**config.mk**
```make
export PLATFORM = sky130hd
export DESIGN_NAME = mem_port_arbiter
export DESIGN_NICKNAME = d
export VERILOG_FILES = /design/src/rtl/mem_port_arbiter_pkg.sv /design/src/rtl/mem_port_arbiter_starve.sv /design/src/rtl/mem_port_arbiter.sv
export SDC_FILE = /design/constraint.sdc
export NUM_CORES = 1
export LEC_CHECK = 0
export CORE_AREA = 2 2 104 106
export DETAILED_ROUTE_END_ITERATION = 16
export DIE_AREA = 0 0 106 108
export GPL_TIMING_DRIVEN = 0
export PLACE_DENSITY = 0.71
export SLEW_MARGIN = 15
export SYNTH_ARGS = -nofsm -noshare
export SYNTH_HDL_FRONTEND = slang
export SYNTH_HIERARCHICAL = 1
export SYNTH_SLANG_ARGS = --single-unit
```
**constraint.sdc**
```tcl
create_clock -name clk -period 2.8 [get_ports clk]
set_clock_uncertainty 0.1 [all_clocks]
set_input_delay 0.56 -clock clk [delete_from_list [all_inputs] [get_ports clk]]
set_output_delay 0.56 -clock clk [all_outputs]
set_load 0.02 [all_outputs]
```
**src/rtl/mem_port_arbiter_pkg.sv**
```systemverilog
// mem_port_arbiter_pkg
//   Shared definitions for the memory port arbiter and its sub-modules:
//   FSM state encoding, transaction owner encoding, counter width and
//   default timing constants.
package mem_port_arbiter_pkg;

    // Width of the latency and starvation counters; enough for 1..15.
    localparam int CNT_W          = 4;
    localparam int DEF_MEM_LAT    = 2;
    localparam int DEF_STARVE_MAX = 4;

    // FSM states, kept as plain constants so older code that compares
    // against raw 2-bit values keeps working.
    typedef logic [1:0] state_t;
    localparam state_t ST_IDLE    = 2'd0;
    localparam state_t ST_WAIT_IF = 2'd1;
    localparam state_t ST_WAIT_D  = 2'd2;

    // Which requester owns the outstanding transaction.
    typedef enum logic {
        OWNER_IF = 1'b0,
        OWNER_D  = 1'b1
    } owner_t;

    // Waiting state that corresponds to a given owner.
    function automatic state_t wait_state(input owner_t owner);
        return (owner == OWNER_D) ? ST_WAIT_D : ST_WAIT_IF;
    endfunction

endpackage

```
**src/rtl/mem_port_arbiter_starve.sv**
```systemverilog
// arb_starve_counter
//   Saturating counter of data grants that were given while fetch was also
//   waiting. Once it reaches LIMIT the arbiter hands the next contested slot
//   to fetch, which clears the count.
// Ports:
//   clk, reset : clock, asynchronous active-high reset
//   inc        : count one contested data grant (saturates at LIMIT)
//   clr        : fetch was granted, start over (wins over inc)
//   at_limit   : count has reached LIMIT
module arb_starve_counter
    import mem_port_arbiter_pkg::*;
#(
    parameter int LIMIT = DEF_STARVE_MAX
) (
    input  logic clk,
    input  logic reset,
    input  logic inc,
    input  logic clr,
    output logic at_limit
);

    localparam logic [CNT_W-1:0] LIMIT_C = CNT_W'(LIMIT);

    logic [CNT_W-1:0] count;

    // Clear has priority; increments stop once the limit is reached.
    always_ff @(posedge clk or posedge reset) begin
        if (reset) begin
            count <= '0;
        end else if (clr) begin
            count <= '0;
        end else if (inc && (count != LIMIT_C)) begin
            count <= count + 1'b1;
        end
    end

    assign at_limit = (count == LIMIT_C);

endmodule

```
**src/rtl/mem_port_arbiter.sv**
```systemverilog
// mem_port_arbiter
//   Shares one fixed-latency memory port between the fetch stage and the
//   memory stage. One transaction is outstanding at a time. Data requests
//   win contested slots unless fetch has been passed over STARVE_MAX times
//   in a row.
// Ports:
//   clk, reset                    : clock, asynchronous active-high reset
//   if_req/if_addr                : fetch read request
//   if_gnt/if_rvalid/if_rdata     : fetch accept pulse, read data pulse, data
//   d_req/d_we/d_addr/d_wdata     : data load/store request
//   d_gnt/d_rvalid/d_rdata        : data accept pulse, completion pulse, data
//   mem_en/mem_we/mem_addr/mem_wdata : memory strobe and command (grant cycle)
//   mem_rdata                     : memory read data, MEM_LAT cycles later
//   busy                          : transaction outstanding
// Optional build macro ARB_PERF_CNT_EN adds 16-bit wrap-around counters
//   perf_if_gnt, perf_d_gnt and perf_conflict (IDLE cycles with both
//   requests asserted).
module mem_port_arbiter
    import mem_port_arbiter_pkg::*;
#(
    parameter int DBITS      = 32,
    parameter int ABITS      = 32,
    parameter int MEM_LAT    = DEF_MEM_LAT,
    parameter int STARVE_MAX = DEF_STARVE_MAX
) (
    input  logic             clk,
    input  logic             reset,
    input  logic             if_req,
    input  logic [ABITS-1:0] if_addr,
    output logic             if_gnt,
    output logic             if_rvalid,
    output logic [DBITS-1:0] if_rdata,
    input  logic             d_req,
    input  logic             d_we,
    input  logic [ABITS-1:0] d_addr,
    input  logic [DBITS-1:0] d_wdata,
    output logic             d_gnt,
    output logic             d_rvalid,
    output logic [DBITS-1:0] d_rdata,
    output logic             mem_en,
    output logic             mem_we,
    output logic [ABITS-1:0] mem_addr,
    output logic [DBITS-1:0] mem_wdata,
    input  logic [DBITS-1:0] mem_rdata,
    output logic             busy
`ifdef ARB_PERF_CNT_EN
    ,
    output logic [15:0]      perf_if_gnt,
    output logic [15:0]      perf_d_gnt,
    output logic [15:0]      perf_conflict
`endif
);

    localparam logic [CNT_W-1:0] LAT_C = CNT_W'(MEM_LAT);
    localparam logic [CNT_W-1:0] ONE_C = CNT_W'(1);

    state_t           state;
    state_t           state_nxt;
    logic [CNT_W-1:0] lat_cnt;
    logic             idle;
    logic             starve_hit;
    logic             if_win;
    logic             d_win;
    logic             resp;

    // Grants are only handed out from IDLE and are masked while reset is
    // asserted so that every output reads 0 during reset.
    assign idle   = (state == ST_IDLE) && !reset;
    assign if_win = idle && if_req && (!d_req || starve_hit);
    assign d_win  = idle && d_req && (!if_req || !starve_hit);

    // lat_cnt holds MEM_LAT in the first waiting cycle and counts down, so
    // the value 1 marks the cycle grant+MEM_LAT.
    assign resp = (state != ST_IDLE) && (lat_cnt == ONE_C);

    assign if_gnt    = if_win;
    assign d_gnt     = d_win;
    assign if_rvalid = resp && (state == ST_WAIT_IF);
    assign d_rvalid  = resp && (state == ST_WAIT_D);
    assign if_rdata  = if_rvalid ? mem_rdata : '0;
    assign d_rdata   = d_rvalid ? mem_rdata : '0;

    // The memory command is only driven during the grant cycle.
    assign mem_en    = if_win || d_win;
    assign mem_we    = d_win && d_we;
    assign mem_addr  = d_win ? d_addr : (if_win ? if_addr : '0);
    assign mem_wdata = d_win ? d_wdata : '0;
    assign busy      = (state != ST_IDLE);

    // Next state: a grant moves to the owner's wait state, the response
    // cycle returns to IDLE.
    always_comb begin
        state_nxt = state;
        case (state)
            ST_IDLE: begin
                if (mem_en) begin
                    state_nxt = wait_state(d_win ? OWNER_D : OWNER_IF);
                end
            end
            ST_WAIT_IF, ST_WAIT_D: begin
                if (resp) begin
                    state_nxt = ST_IDLE;
                end
            end
            default: state_nxt = ST_IDLE;
        endcase
    end

    // State register and latency countdown; reset drops any access in
    // flight so no response is ever produced for it.
    always_ff @(posedge clk or posedge reset) begin
        if (reset) begin
            state   <= ST_IDLE;
            lat_cnt <= '0;
        end else begin
            state <= state_nxt;
            if (mem_en) begin
                lat_cnt <= LAT_C;
            end else if (lat_cnt != '0) begin
                lat_cnt <= lat_cnt - 1'b1;
            end
        end
    end

    arb_starve_counter #(
        .LIMIT(STARVE_MAX)
    ) u_starve (
        .clk     (clk),
        .reset   (reset),
        .inc     (d_win && if_req),
        .clr     (if_win),
        .at_limit(starve_hit)
    );

`ifdef ARB_PERF_CNT_EN
    // Free-running event counters; they wrap silently at 16 bits.
    always_ff @(posedge clk or posedge reset) begin
        if (reset) begin
            perf_if_gnt   <= '0;
            perf_d_gnt    <= '0;
            perf_conflict <= '0;
        end else begin
            if (if_win) begin
                perf_if_gnt <= perf_if_gnt + 16'd1;
            end
            if (d_win) begin
                perf_d_gnt <= perf_d_gnt + 16'd1;
            end
            if (idle && if_req && d_req) begin
                perf_conflict <= perf_conflict + 16'd1;
            end
        end
    end
`endif

endmodule

```
## After elaboration in Yosys (flattened, before gate mapping)

Cells that the tools add are included.

- Add/subtract/negate cells: 2
- Equal/unequal tests: 7
- Muxes and demuxes: 14
- Reductions and logical operators: 25

Operator list:

| cell | count |
|---|---|
| 2-to-1 mux 32 bit | 5 |
| 2-to-1 mux 4 bit | 4 |
| logical AND 1 bit | 11 |
| 2-to-1 mux 2 bit | 3 |
| nonzero test 2 bit | 3 |
| adder 4 x 1 -> 4 bit (second input constant) | 1 |
| == test 4 x 1 -> 1 bit (second input constant) | 1 |
| == test 4 x 3 -> 1 bit (second input constant) | 1 |
| zero test 1 bit | 4 |
| != test 2 bit (second input constant) | 2 |
| != test 4 x 3 -> 1 bit (second input constant) | 1 |
| case mux 2 bit (2 select lines) | 1 |
| nonzero test 4 bit | 1 |
| subtractor 4 x 1 -> 4 bit (second input constant) | 1 |
| logical OR 1 bit | 3 |
| == test 2 x 1 -> 1 bit (second input constant) | 1 |
| == test 2 bit (second input constant) | 1 |
| zero test 2 bit | 1 |
| AND reduction 2 bit | 1 |
| OR reduction 2 bit | 1 |
| 2-to-1 mux 1 bit | 1 |

- Register bits: 10
- Input port bits: 133
- Output and inout bits: 135

## Logic depth before layout (Yosys ltp)

Gate-level depths: netlist of the first run.

- Word-level depth: 8
- Mapped depth: 12
- Gate-level depth less buffers: 11

## Modules after synthesis

The synthesis of the first run kept the hierarchy.

Modules (own cells, without submodules):

| module | times used | cells each | area each (µm²) | seq. area each (µm²) |
|---|---|---|---|---|
| mem_port_arbiter | 1 | 201 | 1495.2 | 150.1 |
| arb_starve_counter | 1 | 25 | 237.7 | 100.1 |

## Least setup slack after synthesis of the first run

OpenSTA, ideal clock, no wires.

- Path type: register to output
- Start point: reg u_starve.count[0]
- End point: out mem_addr[22]
- Arrival time: 1.626 ns
- Slack: 0.514 ns
- Cell stages (with the launch flop): 10
- Cells stage by stage: dfrtp_1 > inv_1 > ha_1 > nand3b_4 > inv_2 > nand2b_1 > and3_1 > buf_2 > buf_4 > a22o_1

- Cells in the longest elaborated chain, start to end: 5
- Elaborated cells on any way between the ends: 8
- Those cells by class: eq/ne (1); mux (2); reduce/logical (5)

Ends and longest elaborated chain:

| element | RTL line | text |
|---|---|---|
| from (decl) | mem_port_arbiter_starve.sv:24 | `logic [CNT_W-1:0] count;` |
| from (signal assigned) | mem_port_arbiter_starve.sv:33 | `count <= count + 1'b1;` |
| == test 4 x 3 -> 1 bit | mem_port_arbiter_starve.sv:37 | `assign at_limit = (count == LIMIT_C);` |
| net starve_hit | mem_port_arbiter.sv:61 | `logic starve_hit;` |
| logical OR 1 bit | mem_port_arbiter.sv:69 | `assign if_win = idle && if_req && (!d_req \|\| starve_hit);` |
| logical AND 1 bit | mem_port_arbiter.sv:69 |  |
| net if_gnt | mem_port_arbiter.sv:30 | `output logic if_gnt,` |
| 2-to-1 mux 32 bit (2 in a row) | mem_port_arbiter.sv:86 | `assign mem_addr = d_win ? d_addr : (if_win ? if_addr : '0);` |
| to (decl) | mem_port_arbiter.sv:42 | `output logic [ABITS-1:0] mem_addr,` |

The timed path passes the listed nets, and every way through them passes these cells.

## Worst setup path after layout of the first run

- Start point: reg u_starve.count[0]
- End point: out mem_addr[1]

- Cells in the longest elaborated chain, start to end: 5
- Elaborated cells on any way between the ends: 8
- Those cells by class: eq/ne (1); mux (2); reduce/logical (5)

Ends and longest elaborated chain:

| element | RTL line |
|---|---|
| == test 4 x 3 -> 1 bit (*) | mem_port_arbiter_starve.sv:37 |
| net starve_hit | mem_port_arbiter.sv:61 |
| logical OR 1 bit / zero test 1 bit (equally long branches) | mem_port_arbiter.sv:69, mem_port_arbiter.sv:70 |
| logical AND 1 bit / logical OR 1 bit (equally long branches) | mem_port_arbiter.sv:69, mem_port_arbiter.sv:70 |
| 2-to-1 mux 32 bit / logical AND 1 bit (equally long branches) | mem_port_arbiter.sv:86, mem_port_arbiter.sv:70 |
| 2-to-1 mux 32 bit (*) | mem_port_arbiter.sv:86 |

The timed path passes the listed nets; every way through them passes the cells marked *.

==> qor.csv, run 1 <==
stage,metric,value,unit
final_layout,post_route_cells_drive_above_1_share,21.5,%
critical_path,worstSetupStartpoint,u_starve/count[0]$_DFFE_PP0P_,
floorplan,rows,37,
sta,fin_crit_sh,96.2,%
sta,hold-worst-slack,392,ps
critical_path,crit_path_start_kind,register,
place,gp_congestion,0.858,
critical_path,reg2regPathDepth,12,
cts,clock_sinks,10,
place,dp_hpwl,9310,µm
grt,grt_max_degree,15,
drt,drt_wl_total,10700,µm
critical_path,arrival,2030,ps
synth,yosysSeqAreaShare,14.4,%
power_and_ir_drop,ir_worst_vdd,0.210,mV
drt,dr.first_iter.drc_count,150,
drt,ant_nets,0,
synth,yosysWarnings,6,
final_layout,area_growth,148,%
grt,grt-ovfl-total,0,
job,cap_violations,0,
sta,setup_violations,0,
final_layout,fin_util,42.0,%
drt,vias,2804,
floorplan,coreArea,10200,µm²
sta,relSlewSlack,74.1,%
critical_path,r2r_start,u_starve/count[0]$_DFFE_PP0P_,
grt,grt_pass1_wl,15100,µm
final_layout,nets,640,
synth,synth_cell_types,34,
synth,syn_area_per_cell,7.67,µm²
floorplan,initial_utilization,16.9,%
critical_path,crit_fanout,10,
sta,finalSetupTns,0,ps
outcome,status,"complete, no violations",
grt,grt_pass1_vias,2778,
critical_path,worstPathCellList,inv_2 -> ha_2 -> nand3b_4 -> inv_2 -> nand2_1 -> nand3_2 -> inv_2 -> buf_6 -> a22o_1 -> dlygate4sd2_1,
cts,clock_path_buffers,2,
floorplan,pin_count,268,
floorplan,die_height,108,µm
floorplan,dieWidth,106,µm
drt,drt-pass1-iter-count,4,
sta,finalMaxSlewViolations,0,
critical_path,r2r_slack,430,ps
cts,clock_latency,230,ps
cts,cts_made_buffers,3,
critical_path,critical-path-max-stage-delay,400,ps
sta,hold_violations,0,
grt,antenna_found_initial,0,
critical_path,cpMostUsedCell,inv_2,
critical_path,cp_data_required_time,2140,ps
grt,grt_util_all_layers,16.9,%
hold_path,hp-class,in -> async,
sta,fin_crit,2690,ps
synth,syn-num-nets,366,
drt,via_per_inst,4.42,
critical_path,worst_r2r_endpoint,u_starve/count[3]$_DFFE_PP0P_,
final_layout,layout_commonest_cell,clkdlybuf4s50_1,
critical_path,endpoint_kind,primary output,
cts,cts_tree,built,
synth,syn_inst,226,
synth,ys_ff_latch,10,
critical_path,path_class,reg -> out,
sta,maxClockFrequency,371,MHz
cts,clockRootBuffer,clkbuf_8,
place,io_buffers,267,
final_layout,fin_area,4300,µm²
cts,clk_pin_slew_worst_paths,50,ps
place,place_area,4580,µm²
floorplan,die-area,11400,µm²
cts,htree_levels,1,
power_and_ir_drop,leakagePower,2.43,nW
drt,wire_per_inst,16.8,µm
sta,worst_slew_pin_slew,387,ps
power_and_ir_drop,power_density,428,nW/µm²
final_layout,antenna_cells,0,
critical_path,cp_slowest_cell,dfrtp_1,
synth,synth_area,1730,µm²
final_layout,final_cell_mix,"131 x clkdlybuf4s50_1, 65 x and3_1, 52 x buf_2",
cts,cts_hold_buffers,0,
power_and_ir_drop,total_power,0.00184,W
drt,remaining_drc_errors,0,
## cell families (layout without fill, tap and decap cells)
group	after synthesis	after routing	synth area share, %
buffers and inverters	35	307	11.8
adder cells (fa/ha/maj)	7	7	5.05
XOR/XNOR	1	1	0.506
multiplexers	3	3	1.81
flip-flops	10	10	14.4
AO/OA/AOI/OAI	42	42	20.1
AND/OR/NAND/NOR	128	128	46.4
## synthesized netlist by cell type
cell type	instances	area, µm²
a21o_2	2	17.5
a21oi_1	4	20.0
a22o_1	32	280
a31oi_1	1	6.26
and2_1	36	225
and3_1	65	407
buf_2	4	20.0
buf_4	5	37.5
buf_6	6	67.6
clkbuf_1	6	22.5
clkbuf_2	3	15.0
dfrtp_1	10	250
ha_1	7	87.6
inv_1	9	33.8
inv_2	2	7.51
mux2_2	1	11.3
mux2i_1	2	20.0
nand2_1	3	11.3
nand2b_1	1	6.26
nand3_1	4	20.0
nand3b_1	1	7.51
nand3b_4	1	20.0
nand4_1	1	6.26
nor2_1	6	22.5
nor2b_1	2	12.5
nor3_1	3	15.0
nor3b_1	1	7.51
nor4_1	1	6.26
nor4b_4	1	23.8
o211ai_1	2	15.0
o22a_1	1	8.76
or2_2	1	6.26
or3_1	1	6.26
xnor2_1	1	8.76
## worst max path at each step
stage | end | depth (start not counted)
after global placement | mem_addr[27] | 7
final | mem_addr[1] | 10
after global routing | mem_wdata[27] | 10
after floorplan | mem_addr[22] | 9
after detailed placement | mem_addr[27] | 7
after CTS | mem_wdata[13] | 8
## state kept, by name, indices dropped and copies added (netlist names)
register / flops
u_starve/count: 4
lat_cnt: 4
state: 2
## stage by stage
step,instances,setup WS (ps)
final,634,105
after global routing,634,-4.53
after CTS,634,0.257
after detailed placement,629,-512
after global placement,629,-498
after floorplan,226,514
## area by class of cell
| cell class | count | area (µm²) |
|---|---|---|
| Buffer | 24 | 184 |
| Clock buffer | 3 | 41.3 |
| Fill cell | 1083 | 5930 |
| Inverter | 11 | 41.3 |
| Multi-Input combinational cell | 181 | 1310 |
| Sequential cell | 10 | 250 |
| Tap cell | 136 | 170 |
| Timing Repair Buffer | 269 | 2300 |
## routing by layer
layer  routed length [µm]  GRT usage [%]  part of all wire, %  vias up
li1                     -              -                    -     1359
met1                 3860           18.3                   36     1246
met5                    0              0                    0        -
met3                 1130           5.24                   11        8
met4                  163           3.48                  1.5        0
met2                 5520           32.4                   52      191
## power breakdown
group / total [W] / internal, W / leakage, nW / switching [W]
clock network: 0.000144 / 0.0000937 / 0.0216 / 0.0000508
registers: 0.000263 / 0.000204 / 0.130 / 0.0000599
logic: 0.00143 / 0.000664 / 2.28 / 0.000768
total: 0.00184 / 0.000962 / 2.43 / 0.000879
## worst max-delay path, delay by kind of cell (launching register included)
family | cells | cell delay [ps]
compound gates | 1 | 220
fa+ha+maj | 1 | 190
buf+inv | 5 | 690
flops | 1 | 400
simple gates | 3 | 300
## timing repair
action                                  in CTS  in global routing
pin swaps                                    1                  0
resized for setup                          270                 86
endpoints found under the setup margin     134                116
setup buffers                                2                  0
No activity file was read; power rests on OpenSTA's default activity.
==> inputs of run 2 (changes only) <==
--- a/config.mk
+++ b/config.mk
@@ -5,13 +5,12 @@
 export SDC_FILE = /design/constraint.sdc
 export NUM_CORES = 1
 export LEC_CHECK = 0
-export CORE_AREA = 2 2 104 106
+export CORE_AREA = 2 2 103 105
 export DETAILED_ROUTE_END_ITERATION = 16
-export DIE_AREA = 0 0 106 108
+export DIE_AREA = 0 0 105 107
 export GPL_TIMING_DRIVEN = 0
-export PLACE_DENSITY = 0.71
+export PLACE_DENSITY = 0.76
 export SLEW_MARGIN = 15
 export SYNTH_ARGS = -nofsm -noshare
 export SYNTH_HDL_FRONTEND = slang
-export SYNTH_HIERARCHICAL = 1
 export SYNTH_SLANG_ARGS = --single-unit
==> qor.csv, run 2 <==
stage,metric,value,unit
outcome,status,"complete, no violations",
synth,synthSimpleGateAreaFrac,53.6,%
critical_path,r2r_slack,1120,ps
grt,grt-ovfl-total,0,
sta,fin_crit,2740,ps
drt,ant_nets,0,
critical_path,worst_r2r_endpoint,u_starve.count[3]$_DFFE_PP0P_,
drt,wire_per_inst,15.2,µm
synth,synth_largest_area_cell,and3_1,
sta,setup_violations,0,
final_layout,post_route_cells_drive_above_1_share,16.2,%
synth,syn_inst,302,
final_layout,area_growth,136,%
power_and_ir_drop,leakagePower,2.62,nW
critical_path,endpoint_kind,primary output,
synth,synth_top_area_share,29.0,%
place,gp_congestion,0.943,
cts,clk_pin_slew_worst_paths,50,ps
synth,synthTopCellsByCount,"91 x and3_1, 71 x nand2_1, 32 x o22ai_1",
place,pre_cts_slack,-533,ps
drt,via_per_inst,4.61,
cts,cts_made_buffers,3,
synth,synth_edf_count,0,
critical_path,crit_fanout,10,
synth,syn-num-nets,442,
grt,grt_pass1_vias,3344,
place,dp_hpwl,9370,µm
sta,finalSetupTns,0,ps
synth,synth_compound_area_share,13.6,%
sta,finalMaxSlewViolations,0,
drt,remaining_drc_errors,0,
critical_path,reg2regPathDepth,5,
cts,clock_path_buffers,2,
floorplan,rows,37,
cts,cts_tree,built,
grt,antenna_found_initial,0,
synth,synth_xor_area_share,0.446,%
critical_path,path_class,in -> out,
floorplan,coreArea,10100,µm²
critical_path,cp_data_required_time,2140,ps
floorplan,die-area,11200,µm²
synth,synth_adder_area_share,4.46,%
synth,synthFlopType,dfrtp_1,
final_layout,nets,715,
critical_path,crit_path_start_kind,primary input,
final_layout,reg_top3,"lat_cnt x4, u_starve.count x4, state x2",
power_and_ir_drop,ir_worst_vdd,0.215,mV
sta,hold_violations,0,
final_layout,final_cell_mix,"131 x clkdlybuf4s50_1, 91 x and3_1, 71 x nand2_1",
synth,ys_ff_latch,10,
floorplan,initial_utilization,19.5,%
drt,drt_wl_total,10800,µm
grt,grt_max_degree,11,
synth,yosysWarnings,0,
synth,syn_area_per_cell,6.50,µm²
floorplan,die_height,107,µm
final_layout,fin_util,45.9,%
synth,synth_area,1960,µm²
drt,dr.first_iter.drc_count,112,
drt,vias,3269,
cts,clock_sinks,10,
drt,drt-pass1-iter-count,4,
sta,relSlewSlack,72.0,%
critical_path,arrival,2080,ps
synth,synth.area.mux_share,2.61,%
synth,synth_area_leaders,"and3_1 29%, nand2_1 14%, dfrtp_1 13%",
job,cap_violations,0,
cts,clockRootBuffer,clkbuf_8,
grt,grt_pass1_wl,16700,µm
sta,fin_crit_sh,97.9,%
synth,yosysSeqAreaShare,12.7,%
floorplan,dieWidth,105,µm
synth,synthArstFlopShare,100,%
synth,synth_top_family_by_area,simple AND/OR/NAND/NOR gates,
sta,timing.final.ws_setup,59.1,ps
synth,synth_cell_types,39,
grt,grt_util_all_layers,18.1,%
final_layout,antenna_cells,0,
sta,worst_slew_pin_slew,420,ps
place,io_buffers,267,
power_and_ir_drop,power_density,384,nW/µm²
critical_path,r2r_start,state[0]$_DFFE_PP0P_,
floorplan,pin_count,268,
synth,yosysMostFrequentCell,and3_1,
cts,clock_latency,230,ps
hold_path,hp-class,in -> async,
sta,maxClockFrequency,365,MHz
final_layout,layout_commonest_cell,clkdlybuf4s50_1,
cts,htree_levels,1,
-- run 2: changes by cell type after synthesis, sizes merged, moves of 3 or more --
| cell | change |
|---|---|
| clkbuf | +6 |
| buf | +3 |
| a22o | -32 |
| and2 | -32 |
| o22ai | +32 |
| o21ai | +3 |
| nand2 | +68 |
| and3 | +32 |
-- run 2: cells by family (layout without fill, tap and decap cells) --
group / after synthesis / in the layout
buffers and inverters: 44 / 315
flip-flops: 10 / 10
AO/OA/AOI/OAI: 42 / 42
adder cells (fa/ha/maj): 7 / 7
AND/OR/NAND/NOR: 193 / 193
XOR/XNOR: 1 / 1
multiplexers: 5 / 5
-- run 2: power breakdown --
group          switching, W  internal, W  total, W
logic              0.000732     0.000633   0.00136
clock network     0.0000501    0.0000936  0.000144
registers         0.0000641     0.000202  0.000266
-- run 2: worst max-delay path, stage by stage --
cell	delay, ps
clkdlybuf4s50_1	530
and3b_2	280
clkbuf_2	220
and3_1	190
clkdlybuf4s15_1	310
-- run 2: final cells by class --
cell class,count,area (µm²)
tap,136,170
sequential,10,250
fill,1077,5460
multi-input combinational,248,1510
inverter,11,41.3
clock buffer,3,41.3
timing repair buffer,268,2370
buffer,33,244
-- run 2: how the worst max path moves through the flow --
stage | startpoint | cells past startpoint | end
after floorplan | state[0]$_DFFE_PP0P_ | 7 | mem_addr[10]
after global routing | state[0]$_DFFE_PP0P_ | 7 | d_rdata[20]
final | d_req | 5 | mem_wdata[13]
after global placement | if_req | 6 | mem_addr[8]
after CTS | d_req | 6 | d_gnt
after detailed placement | if_req | 6 | mem_addr[8]
-- run 2: timing repair --
item | CTS | global route
hold buffers | 0 | 0
resized for setup | 248 | 67
setup buffers | 1 | 0
setup endpoints to repair | 134 | 103
-- run 2: metal layers --
layer	up-vias	global-route usage [%]	wire length [µm]
li1	1618	-	-
met1	1439	18.6	3940
met3	24	4.56	995
met5	-	0	0
met2	188	34.6	5470
met4	0	7.90	364
-- run 2: through the flow --
stage / hold WS [ps] / total power [W] / cells / cell area [µm²]
2_1_floorplan: 300 / 0.00104 / 302 / 1960
3_3_place_gp: 413 / 0.00164 / 705 / 4810
3_5_place_dp: 430 / 0.00168 / 705 / 4810
4_1_cts: 436 / 0.00178 / 709 / 4660
5_1_grt: 342 / 0.00192 / 709 / 4630
6_report: 295 / 0.00177 / 709 / 4630
